<file path="src/rtl/mouse_cursor_overlay_if.sv">
// -----------------------------------------------------------------------------
// mouse_cursor_overlay_if
// Groups the PS/2 packet stream and the VGA pixel stream that feed the
// cursor overlay.
//   packet_valid  one-cycle strobe, packet_data valid
//   packet_data   [7:0] status, [15:8] dX, [23:16] dY
//   frame_start   one-cycle pulse at start of vertical blank
//   pixel_tick    pixel enable from VGA timing
//   video_on      visible-area flag
//   pixel_x/y     current pixel column/row
//   bg_rgb        background colour for the current pixel
//   rgb           composited colour back towards the VGA output block
// The master drives the streams; the slave (the overlay) returns rgb.
// -----------------------------------------------------------------------------
interface mouse_cursor_overlay_if #(
    parameter int COORD_W = 10,
    parameter int COLOR_W = 12
);
    logic               packet_valid;
    logic [23:0]        packet_data;
    logic               frame_start;
    logic               pixel_tick;
    logic               video_on;
    logic [COORD_W-1:0] pixel_x;
    logic [COORD_W-1:0] pixel_y;
    logic [COLOR_W-1:0] bg_rgb;
    logic [COLOR_W-1:0] rgb;

    modport master (
        output packet_valid, packet_data, frame_start,
        output pixel_tick, video_on, pixel_x, pixel_y, bg_rgb,
        input  rgb
    );

    modport slave (
        input  packet_valid, packet_data, frame_start,
        input  pixel_tick, video_on, pixel_x, pixel_y, bg_rgb,
        output rgb
    );
endinterface

</file>
<file path="src/rtl/mouse_cursor_overlay.sv">
// -----------------------------------------------------------------------------
// mouse_cursor_overlay
// Tracks an absolute cursor position from decoded PS/2 mouse packets, latches
// it once per frame and composites a square cursor sprite onto the background
// pixel stream.
//   clk           system clock
//   rst_n         asynchronous active-low reset
//   bus           packet and pixel streams (slave side), composited rgb out
//   cursor_x/y    displayed cursor left/top edge
//   buttons       latched {M,R,L}
//   packet_errors saturating count of packets rejected for a bad sync bit
// -----------------------------------------------------------------------------
module mouse_cursor_overlay #(
    parameter int H_RES       = 640,
    parameter int V_RES       = 480,
    parameter int COORD_W     = 10,
    parameter int CURSOR_SIZE = 8,
    parameter int SPEED_SHIFT = 0,
    parameter int COLOR_W     = 12
) (
    input  logic               clk,
    input  logic               rst_n,
    mouse_cursor_overlay_if.slave bus,
    output logic [COORD_W-1:0] cursor_x,
    output logic [COORD_W-1:0] cursor_y,
    output logic [2:0]         buttons,
    output logic [7:0]         packet_errors
);
    localparam int SUM_W = COORD_W + 4;   // signed headroom for position + shifted delta
    localparam int HIT_W = COORD_W + 1;   // hit test width, box end never overflows
    localparam int FIELD = COLOR_W / 3;

    localparam int MAX_X = H_RES - CURSOR_SIZE;
    localparam int MAX_Y = V_RES - CURSOR_SIZE;
    localparam logic [COORD_W-1:0] DEF_X = COORD_W'(MAX_X / 2);
    localparam logic [COORD_W-1:0] DEF_Y = COORD_W'(MAX_Y / 2);
    localparam logic signed [SUM_W-1:0] MAX_X_S = SUM_W'(MAX_X);
    localparam logic signed [SUM_W-1:0] MAX_Y_S = SUM_W'(MAX_Y);

    localparam logic [COLOR_W-1:0] RED   = {{FIELD{1'b1}}, {(2*FIELD){1'b0}}};
    localparam logic [COLOR_W-1:0] GREEN = {{FIELD{1'b0}}, {FIELD{1'b1}}, {FIELD{1'b0}}};
    localparam logic [COLOR_W-1:0] BLUE  = {{(2*FIELD){1'b0}}, {FIELD{1'b1}}};
    localparam logic [COLOR_W-1:0] WHITE = RED | GREEN | BLUE;

    // ------------------------------------------------------------------------
    // Packet decode and position update
    // ------------------------------------------------------------------------
    logic [7:0]               status;
    logic                     sync_ok;
    logic [COORD_W-1:0]       live_x, live_y;
    logic signed [SUM_W-1:0]  dx_ext, dy_ext, sum_x, sum_y;
    logic [COORD_W-1:0]       next_x, next_y;

    assign status  = bus.packet_data[7:0];
    assign sync_ok = status[3];

    function automatic logic [COORD_W-1:0] clamp_coord(
        input logic signed [SUM_W-1:0] v,
        input logic signed [SUM_W-1:0] max_v
    );
        if (v[SUM_W-1])  return '0;
        if (v > max_v)   return max_v[COORD_W-1:0];
        return v[COORD_W-1:0];
    endfunction

    // NOTE: every always_comb output gets a default first so no path can
    // leave it unassigned and infer a latch.
    always_comb begin
        // 9-bit two's complement {sign, byte}, sign-extended then scaled.
        dx_ext = {{(SUM_W-8){status[4]}}, bus.packet_data[15:8]};
        dy_ext = {{(SUM_W-8){status[5]}}, bus.packet_data[23:16]};
        dx_ext = dx_ext <<< SPEED_SHIFT;
        dy_ext = dy_ext <<< SPEED_SHIFT;
        if (status[6]) dx_ext = '0;
        if (status[7]) dy_ext = '0;

        sum_x = $signed({{(SUM_W-COORD_W){1'b0}}, live_x}) + dx_ext;
        // PS/2 Y counts up-positive, screen rows count downwards.
        sum_y = $signed({{(SUM_W-COORD_W){1'b0}}, live_y}) - dy_ext;

        next_x = clamp_coord(sum_x, MAX_X_S);
        next_y = clamp_coord(sum_y, MAX_Y_S);
    end

    // NOTE: state registers use non-blocking assignments so every flop samples
    // the pre-edge values; the display latch relies on this to take the
    // pre-packet live position when frame_start and packet_valid coincide.
    always_ff @(posedge clk or negedge rst_n) begin
        if (!rst_n) begin
            live_x        <= DEF_X;
            live_y        <= DEF_Y;
            buttons       <= '0;
            packet_errors <= '0;
        end else if (bus.packet_valid) begin
            if (sync_ok) begin
                live_x  <= next_x;
                live_y  <= next_y;
                buttons <= status[2:0];
            end else if (packet_errors != 8'hFF) begin
                packet_errors <= packet_errors + 8'd1;
            end
        end
    end

    // Display copy only moves during vertical blank so the sprite never tears.
    always_ff @(posedge clk or negedge rst_n) begin
        if (!rst_n) begin
            cursor_x <= DEF_X;
            cursor_y <= DEF_Y;
        end else if (bus.frame_start) begin
            cursor_x <= live_x;
            cursor_y <= live_y;
        end
    end

    // ------------------------------------------------------------------------
    // Pixel path
    // ------------------------------------------------------------------------
    logic [HIT_W-1:0]   px, py, bx0, by0, bx1, by1;
    logic               in_box, on_border;
    logic [COLOR_W-1:0] cursor_color, pix_next, rgb_q;

    always_comb begin
        px  = {1'b0, bus.pixel_x};
        py  = {1'b0, bus.pixel_y};
        bx0 = {1'b0, cursor_x};
        by0 = {1'b0, cursor_y};
        bx1 = bx0 + HIT_W'(CURSOR_SIZE - 1);
        by1 = by0 + HIT_W'(CURSOR_SIZE - 1);

        in_box    = (px >= bx0) && (px <= bx1) && (py >= by0) && (py <= by1);
        on_border = in_box && ((px == bx0) || (px == bx1) || (py == by0) || (py == by1));

        cursor_color = '0;
        if (buttons == 3'b000) begin
            cursor_color = WHITE;
        end else begin
            if (buttons[0]) cursor_color = cursor_color | RED;
            if (buttons[1]) cursor_color = cursor_color | GREEN;
            if (buttons[2]) cursor_color = cursor_color | BLUE;
        end

        pix_next = bus.bg_rgb;
        if (!bus.video_on)
            pix_next = '0;
        else if (on_border || (in_box && buttons != 3'b000))
            pix_next = cursor_color;
    end

    always_ff @(posedge clk or negedge rst_n) begin
        if (!rst_n)
            rgb_q <= '0;
        else if (bus.pixel_tick)
            rgb_q <= pix_next;
    end

    assign bus.rgb = rgb_q;

endmodule

</file>
<file path="src/flat_wrapper.sv">
// flat-port wrapper written by rule: the top's interface ports become plain ports
module mouse_cursor_overlay_flat 
#(
    parameter int H_RES       = 640,
    parameter int V_RES       = 480,
    parameter int COORD_W     = 10,
    parameter int CURSOR_SIZE = 8,
    parameter int SPEED_SHIFT = 0,
    parameter int COLOR_W     = 12
)
  (clk, rst_n, cursor_x, cursor_y, buttons, packet_errors, bus_packet_valid, bus_packet_data, bus_frame_start, bus_pixel_tick, bus_video_on, bus_pixel_x, bus_pixel_y, bus_bg_rgb, bus_rgb);
  mouse_cursor_overlay_if #(.COORD_W(COORD_W), .COLOR_W(COLOR_W)) bus_i ();
  input  logic clk;
  input  logic rst_n;
  output logic [COORD_W-1:0] cursor_x;
  output logic [COORD_W-1:0] cursor_y;
  output logic [2:0] buttons;
  output logic [7:0] packet_errors;
  input wire logic [$bits(bus_i.packet_valid)-1:0] bus_packet_valid;
  input wire logic [$bits(bus_i.packet_data)-1:0] bus_packet_data;
  input wire logic [$bits(bus_i.frame_start)-1:0] bus_frame_start;
  input wire logic [$bits(bus_i.pixel_tick)-1:0] bus_pixel_tick;
  input wire logic [$bits(bus_i.video_on)-1:0] bus_video_on;
  input wire logic [$bits(bus_i.pixel_x)-1:0] bus_pixel_x;
  input wire logic [$bits(bus_i.pixel_y)-1:0] bus_pixel_y;
  input wire logic [$bits(bus_i.bg_rgb)-1:0] bus_bg_rgb;
  output wire logic [$bits(bus_i.rgb)-1:0] bus_rgb;
  assign bus_i.packet_valid = bus_packet_valid;
  assign bus_i.packet_data = bus_packet_data;
  assign bus_i.frame_start = bus_frame_start;
  assign bus_i.pixel_tick = bus_pixel_tick;
  assign bus_i.video_on = bus_video_on;
  assign bus_i.pixel_x = bus_pixel_x;
  assign bus_i.pixel_y = bus_pixel_y;
  assign bus_i.bg_rgb = bus_bg_rgb;
  assign bus_rgb = bus_i.rgb;
  mouse_cursor_overlay #(.H_RES(H_RES), .V_RES(V_RES), .COORD_W(COORD_W), .CURSOR_SIZE(CURSOR_SIZE), .SPEED_SHIFT(SPEED_SHIFT), .COLOR_W(COLOR_W)) u_core (.clk(clk), .rst_n(rst_n), .bus(bus_i), .cursor_x(cursor_x), .cursor_y(cursor_y), .buttons(buttons), .packet_errors(packet_errors));
endmodule
</file>
<file path="config.mk">
export PLATFORM = sky130hd
export DESIGN_NAME = mouse_cursor_overlay_flat
export DESIGN_NICKNAME = d
export VERILOG_FILES = /design/src/rtl/mouse_cursor_overlay_if.sv /design/src/rtl/mouse_cursor_overlay.sv /design/src/flat_wrapper.sv
export SDC_FILE = /design/constraint.sdc
export NUM_CORES = 1
export LEC_CHECK = 0
export BUFFER_PORTS_ARGS = -buffer_cell sky130_fd_sc_hd__buf_4
export CORE_MARGIN = 4
export CORE_UTILIZATION = 60
export DETAILED_ROUTE_END_ITERATION = 12
export PLACE_DENSITY = 0.89
export SYNTH_ARGS = -nofsm -noshare
export SYNTH_HDL_FRONTEND = slang
export SYNTH_SLANG_ARGS = --single-unit
export TNS_END_PERCENT = 100
</file>
<file path="constraint.sdc">
create_clock -name clk -period 4.5 [get_ports clk]
set_input_delay 0.9 -clock clk [delete_from_list [all_inputs] [get_ports clk]]
set_output_delay 0.9 -clock clk [all_outputs]
set_load 0.01 [all_outputs]
</file>
# Word-level counts from Yosys, hierarchy flattened
# Index checks and enable logic that the tools add are counted.
dict set report op_classes {
  div_mod_pow 0
  n_lt_le_gt_ge 6
  n_eq_ne 5
  add_sub_neg 5
  mul 0
  muxes 22
  bitwise_logic 1
  shift 0
  reduce_logical 13
}
# operator count
set ops {}
lappend ops {{10-bit two-way mux} 8}
lappend ops {{12-bit two-way mux} 4}
lappend ops {{14-bit two-way mux} 2}
lappend ops {{10-bit by 3-bit adder with 11-bit output, second input constant} 2}
lappend ops {{10-bit by 11-bit == test with 1-bit output} 2}
lappend ops {{10-bit by 11-bit less-or-equal comparator with 1-bit output} 2}
lappend ops {{10-bit == test} 2}
lappend ops {{10-bit >= comparator} 2}
lappend ops {{11-bit by 14-bit adder with 14-bit output} 1}
lappend ops {{14-bit by 10-bit greater-than comparator with 1-bit output, second input constant} 1}
lappend ops {{14-bit by 11-bit greater-than comparator with 1-bit output, second input constant} 1}
lappend ops {{11-bit by 14-bit subtractor with 14-bit output} 1}
lappend ops {{8-bit by 1-bit adder with 8-bit output, second input constant} 1}
lappend ops {{8-bit two-way mux} 1}
lappend ops {{8-bit != test, second input constant} 1}
lappend ops {{1-bit two-way mux} 6}
lappend ops {{1-bit logical AND} 5}
lappend ops {{1-bit logical OR} 4}
lappend ops {{4-bit two-way mux} 1}
lappend ops {{3-bit logical NOT} 1}
lappend ops {{3-bit AND reduction} 1}
lappend ops {{3-bit nonzero test} 1}
lappend ops {{2-bit AND reduction} 1}
lappend ops {{1-bit inverter} 1}
dict set report totals {
  mem_bits_rw 0
  latchBits 0
  out_inout_bits 43
  in_bits 62
  n_memories 0
  romBits 0
  ff_bits 63
}

# Longest topological paths before layout
dict set report depth {
  ltp_word 9
  depth_mapped 15
}

# Least setup slack after synthesis
# OpenSTA, ideal clock, no wires.
dict set report synth_path {
  path_kind {input to register}
  from {in bus_packet_data[16]}
  to {reg u_core.live_y[0]}
  path_buffers 0
  arrival_ns 3.059
  path_stages 10
  required_time_ns 4.399
  path_slack_ns 1.341
  cell_sequence {nor2b_1 > ha_1 > fa_1 > nor2b_4 > o31a_4 > o41ai_4 > o21ai_2 > a2111oi_4 > o211ai_2 > o32ai_1}
}
dict set report synth_via {
  elab_chain_len 7
}
# element line
set synth_rtl {}
lappend synth_rtl {{from (decl)} flat_wrapper.sv:20} ;# input wire logic [$bits(bus_i.packet_data)-1:0] bus_packet_data;
lappend synth_rtl {{14-bit two-way mux (*)} mouse_cursor_overlay.sv:75} ;# if (status[7]) dy_ext = '0;
lappend synth_rtl {{11-bit by 14-bit subtractor with 14-bit output (*)} mouse_cursor_overlay.sv:79} ;# sum_y = $signed({{(SUM_W-COORD_W){1'b0}}, live_y}) - dy_ext;
lappend synth_rtl {{14-bit by 10-bit greater-than comparator with 1-bit output} mouse_cursor_overlay.sv:62} ;# if (v > max_v) return max_v[COORD_W-1:0];
lappend synth_rtl {{1-bit two-way mux (2 in a row)} mouse_cursor_overlay.sv:62}
lappend synth_rtl {{10-bit two-way mux} mouse_cursor_overlay.sv:63} ;# return v[COORD_W-1:0];
lappend synth_rtl {{10-bit two-way mux (*)} mouse_cursor_overlay.sv:62}
lappend synth_rtl {{to (signal assigned)} mouse_cursor_overlay.sv:97} ;# live_y <= next_y;
lappend synth_rtl {{to (decl)} mouse_cursor_overlay.sv:50} ;# logic [COORD_W-1:0] live_x, live_y;
# Every way passes the cells marked *; elsewhere a longest branch is shown, timed or not. The select of a mux whose other input is x is not followed.
# A chain may end at the register's enable or synchronous reset.

# Worst setup path in the final report
dict set report layout_path {
  from {reg u_core.cursor_y[0]}
  to {reg u_core.rgb_q[0], in the netlist u_core.bus.rgb[0]}
}
dict set report layout_via {
  elab_chain_len 7
}
# element line
set layout_rtl {}
lappend layout_rtl {{from (decl)} mouse_cursor_overlay.sv:25} ;# output logic [COORD_W-1:0] cursor_y,
lappend layout_rtl {{from (signal assigned)} mouse_cursor_overlay.sv:112} ;# cursor_y <= live_y;
lappend layout_rtl {{10-bit by 3-bit adder with 11-bit output (tied with other cells)} mouse_cursor_overlay.sv:129} ;# by1 = by0 + HIT_W'(CURSOR_SIZE - 1);
lappend layout_rtl {{10-bit by 11-bit less-or-equal comparator with 1-bit output (tied with other cells)} mouse_cursor_overlay.sv:131} ;# in_box = (px >= bx0) && (px <= bx1) && (py >= by0) && (py <= by1);
lappend layout_rtl {{1-bit logical AND / 1-bit logical OR (equally long branches)} {mouse_cursor_overlay.sv:131, mouse_cursor_overlay.sv:132}}
lappend layout_rtl {{1-bit logical AND (on tied branches)} {mouse_cursor_overlay.sv:132, mouse_cursor_overlay.sv:146}}
lappend layout_rtl {{1-bit logical OR (*)} mouse_cursor_overlay.sv:146} ;# else if (on_border || (in_box && buttons != 3'b000))
lappend layout_rtl {{12-bit two-way mux (*)} mouse_cursor_overlay.sv:146}
lappend layout_rtl {{12-bit two-way mux (*)} mouse_cursor_overlay.sv:144} ;# if (!bus.video_on)
lappend layout_rtl {{to (signal assigned)} mouse_cursor_overlay.sv:154} ;# rgb_q <= pix_next;
lappend layout_rtl {{to (decl)} mouse_cursor_overlay.sv:121} ;# logic [COLOR_W-1:0] cursor_color, pix_next, rgb_q;
# Every way passes the cells marked *; elsewhere a longest branch is shown, timed or not.

==> results_dict.tcl <==
set metrics [dict create \
    status "finished clean" \
    cts_buffer_depth 2 \
    synth_cells 569 \
    num_vias 4619 \
    worst_slew_pin_slew_ps 840 \
    drt-pass1-iter-count 7 \
    synth_seq_area_share_pct 31.7 \
    syn_area_per_cell_sq_um 8.89 \
    numPortBuffers 104 \
    peakVddDrop_v 0.000286 \
    synth_top_cell_area_share_pct 21.3 \
    synth-seq-cells 63 \
    grt_usage_pct 25.0 \
    ant_nets 0 \
    wl_um 12400 \
    cts_tree "built" \
    synth_cell_types 68 \
    yosysTopAreaCell "dfrtp_1" \
    via_per_inst 5.91 \
    worstPathMaxFanout 4 \
    grt_first_pass_wirelength_um 20400 \
    synth-edff-count 0 \
    drt_iter0_markers 175 \
    synth.area.top_cells "dfrtp_1 21%, ha_1 16%, dfstp_2 10%, nand2_1 4.8%, xnor2_1 4.2%" \
    syn2layout_area_growth_pct 20.7 \
    cts_buffers 9 \
    finalClockSkew_ps 10.1 \
    crit_required_ps 4760 \
    nets 801 \
    ys_top_cells_by_count "65 x ha_1, 65 x nand2_1, 48 x inv_1, 43 x dfrtp_1, 35 x o21ai_0" \
    multi_input_area_sq_um 3210 \
    register_area_sq_um 1600 \
    powerDensity_nw_per_um2 546 \
    hold_violations 0 \
    fmax_mhz 291 \
    die_area_sq_um 9960 \
    period_share_pct 76.3 \
    antenna_found_initial 0 \
    syn-cell-area_sq_um 5060 \
    gp_congestion 0.938 \
    post-route-min-period_ps 3430 \
    endpoint_kind "flop" \
    grt_pass1_vias 4473 \
    maxSlewHeadroom_pct 43.6 \
    place_hpwl_um 9880 \
    whs_ps 483 \
    htree_levels 3 \
    p_leak_nw 2.81 \
    ioPinCount 105 \
    cts_hold_buf 0 \
    yosys_warnings 0 \
    cts_num_sinks 63 \
    coreArea_sq_um 8220 \
    worstSetupPathType "flop to flop" \
    antenna_cells 0 \
    fp-row-count 33 \
    cap_violations 0 \
    setup_violations 0 \
    cp_data_arrival_time_ps 3690 \
    gr-total-overflow 0 \
    fp.dieW_um 99.8 \
    async_reset_ff_share_pct 100 \
    grt_start_max_net_pins 64 \
    wl_per_cell_um 15.9 \
    synth_nets 698 \
    die_h_um 99.8 \
    cts_resized 0 \
    clock_latency_ps 350 \
    setup_tns_ps 0 \
    n_fill_cell 607 \
    min_path_type "flop to flop" \
    start_util_pct 61.5 \
    post_cts_buffers 0 \
    drive_gt1_share_pct 23.2 \
    route.detailed.drc 0 \
    start_kind "flop" \
    synth_flop_cell "dfrtp_1" \
    clkTransAtPathRegs_ps 70 \
    grt_setup_unrepaired "no" \
    slew_viol_final 0 \
    root_buffer "clkbuf_8" \
]
## final timing paths
| kind | start | to | slack [ps] | cells past startpoint |
|---|---|---|---|---|
| max | u_core.cursor_y[0] | u_core.bus.rgb[0] | 1070 | 14 |
| min | u_core.live_y[0] | u_core.cursor_y[0] | 480 | 2 |
| max reg2reg | u_core.cursor_y[0] | u_core.bus.rgb[0] | 1070 | 14 |
| min reg2reg | u_core.live_y[0] | u_core.cursor_y[0] | 480 | 2 |
| max in group asynchronous | rst_n | u_core.packet_errors[4] | 3370 | 1 |
| min in group asynchronous | rst_n | u_core.bus.rgb[10] | 620 | 1 |
## final cells by class
class	count	area share (%)
Multi-Input combinational cell	441	52.6
Sequential cell	63	26.3
Timing Repair Buffer	105	12.9
Inverter	52	3.20
Clock buffer	13	2.60
Tap cell	105	2.15
Clock inverter	3	0.287
## placed cells by master (no fill, tap or decap), types with 6 or more instances in the layout
cell type,count
inv_1,48
a21o_1,6
nor3_1,15
o221ai_1,12
a31oi_1,6
nor2_1,33
nand2_1,65
o21ai_0,35
nand4_1,7
xnor2_1,24
clkbuf_8,11
nand2b_1,11
o211ai_1,8
buf_4,105
a211oi_1,6
nor2b_1,18
dfrtp_1,43
nand3_1,13
xor2_1,12
dfstp_2,20
ha_1,65
a21oi_1,27
## state kept, by name (all words and copies together) (netlist names)
signal and cells:
u_core.bus.rgb 12, u_core.cursor_x 10, u_core.cursor_y 10, u_core.live_x 10, u_core.live_y 10, u_core.packet_errors 8
u_core.buttons 3
## cells by family after synthesis
group	Yosys count	synth area share, %
fa+ha+maj	67	16.9
flops	63	31.7
buf+inv	65	4.87
mux	5	1.01
compound gates	143	20.5
xor+xnor	36	6.24
simple gates	190	18.8
## power by group
part / switching [mW] / internal (mW) / total, mW
combinational: 1.03 / 0.853 / 1.88
clock: 0.225 / 0.229 / 0.454
sequential: 0.196 / 0.798 / 0.993
## metrics by stage
step	utilization (%)	area, sq um	instances	setup WS [ps]	power [mW]
2_1_floorplan	-	5060	569	1340	2.28
3_3_place_gp	72.1	5920	766	1090	2.75
3_5_place_dp	72.1	5920	766	982	2.85
4_1_cts	74.3	6100	782	1110	3.32
5_1_grt	74.3	6100	782	886	3.58
6_report	74.3	6100	782	1070	3.33
## worst max-delay path, cell delays in order (launching register included)
cell and delay, ps:
dfrtp_1 390, inv_1 90, ha_1 220, nor2b_1 160
nor4_2 360, nand3_1 160, xnor2_1 150, ha_1 300
nand4_1 150, nor3_1 300, a31oi_1 60, o21ai_0 90
o21ai_0 200, or4_1 600, o221ai_1 110
## metal layers
metal	track usage, %	vias up	share of wire [%]
li1	-	2251	-
met1	31.4	2186	42
met2	43.3	158	49
met3	4.45	24	6.8
met5	0	-	0
met4	8.40	0	1.8
Note: power is estimated with default switching activity, not from simulation.
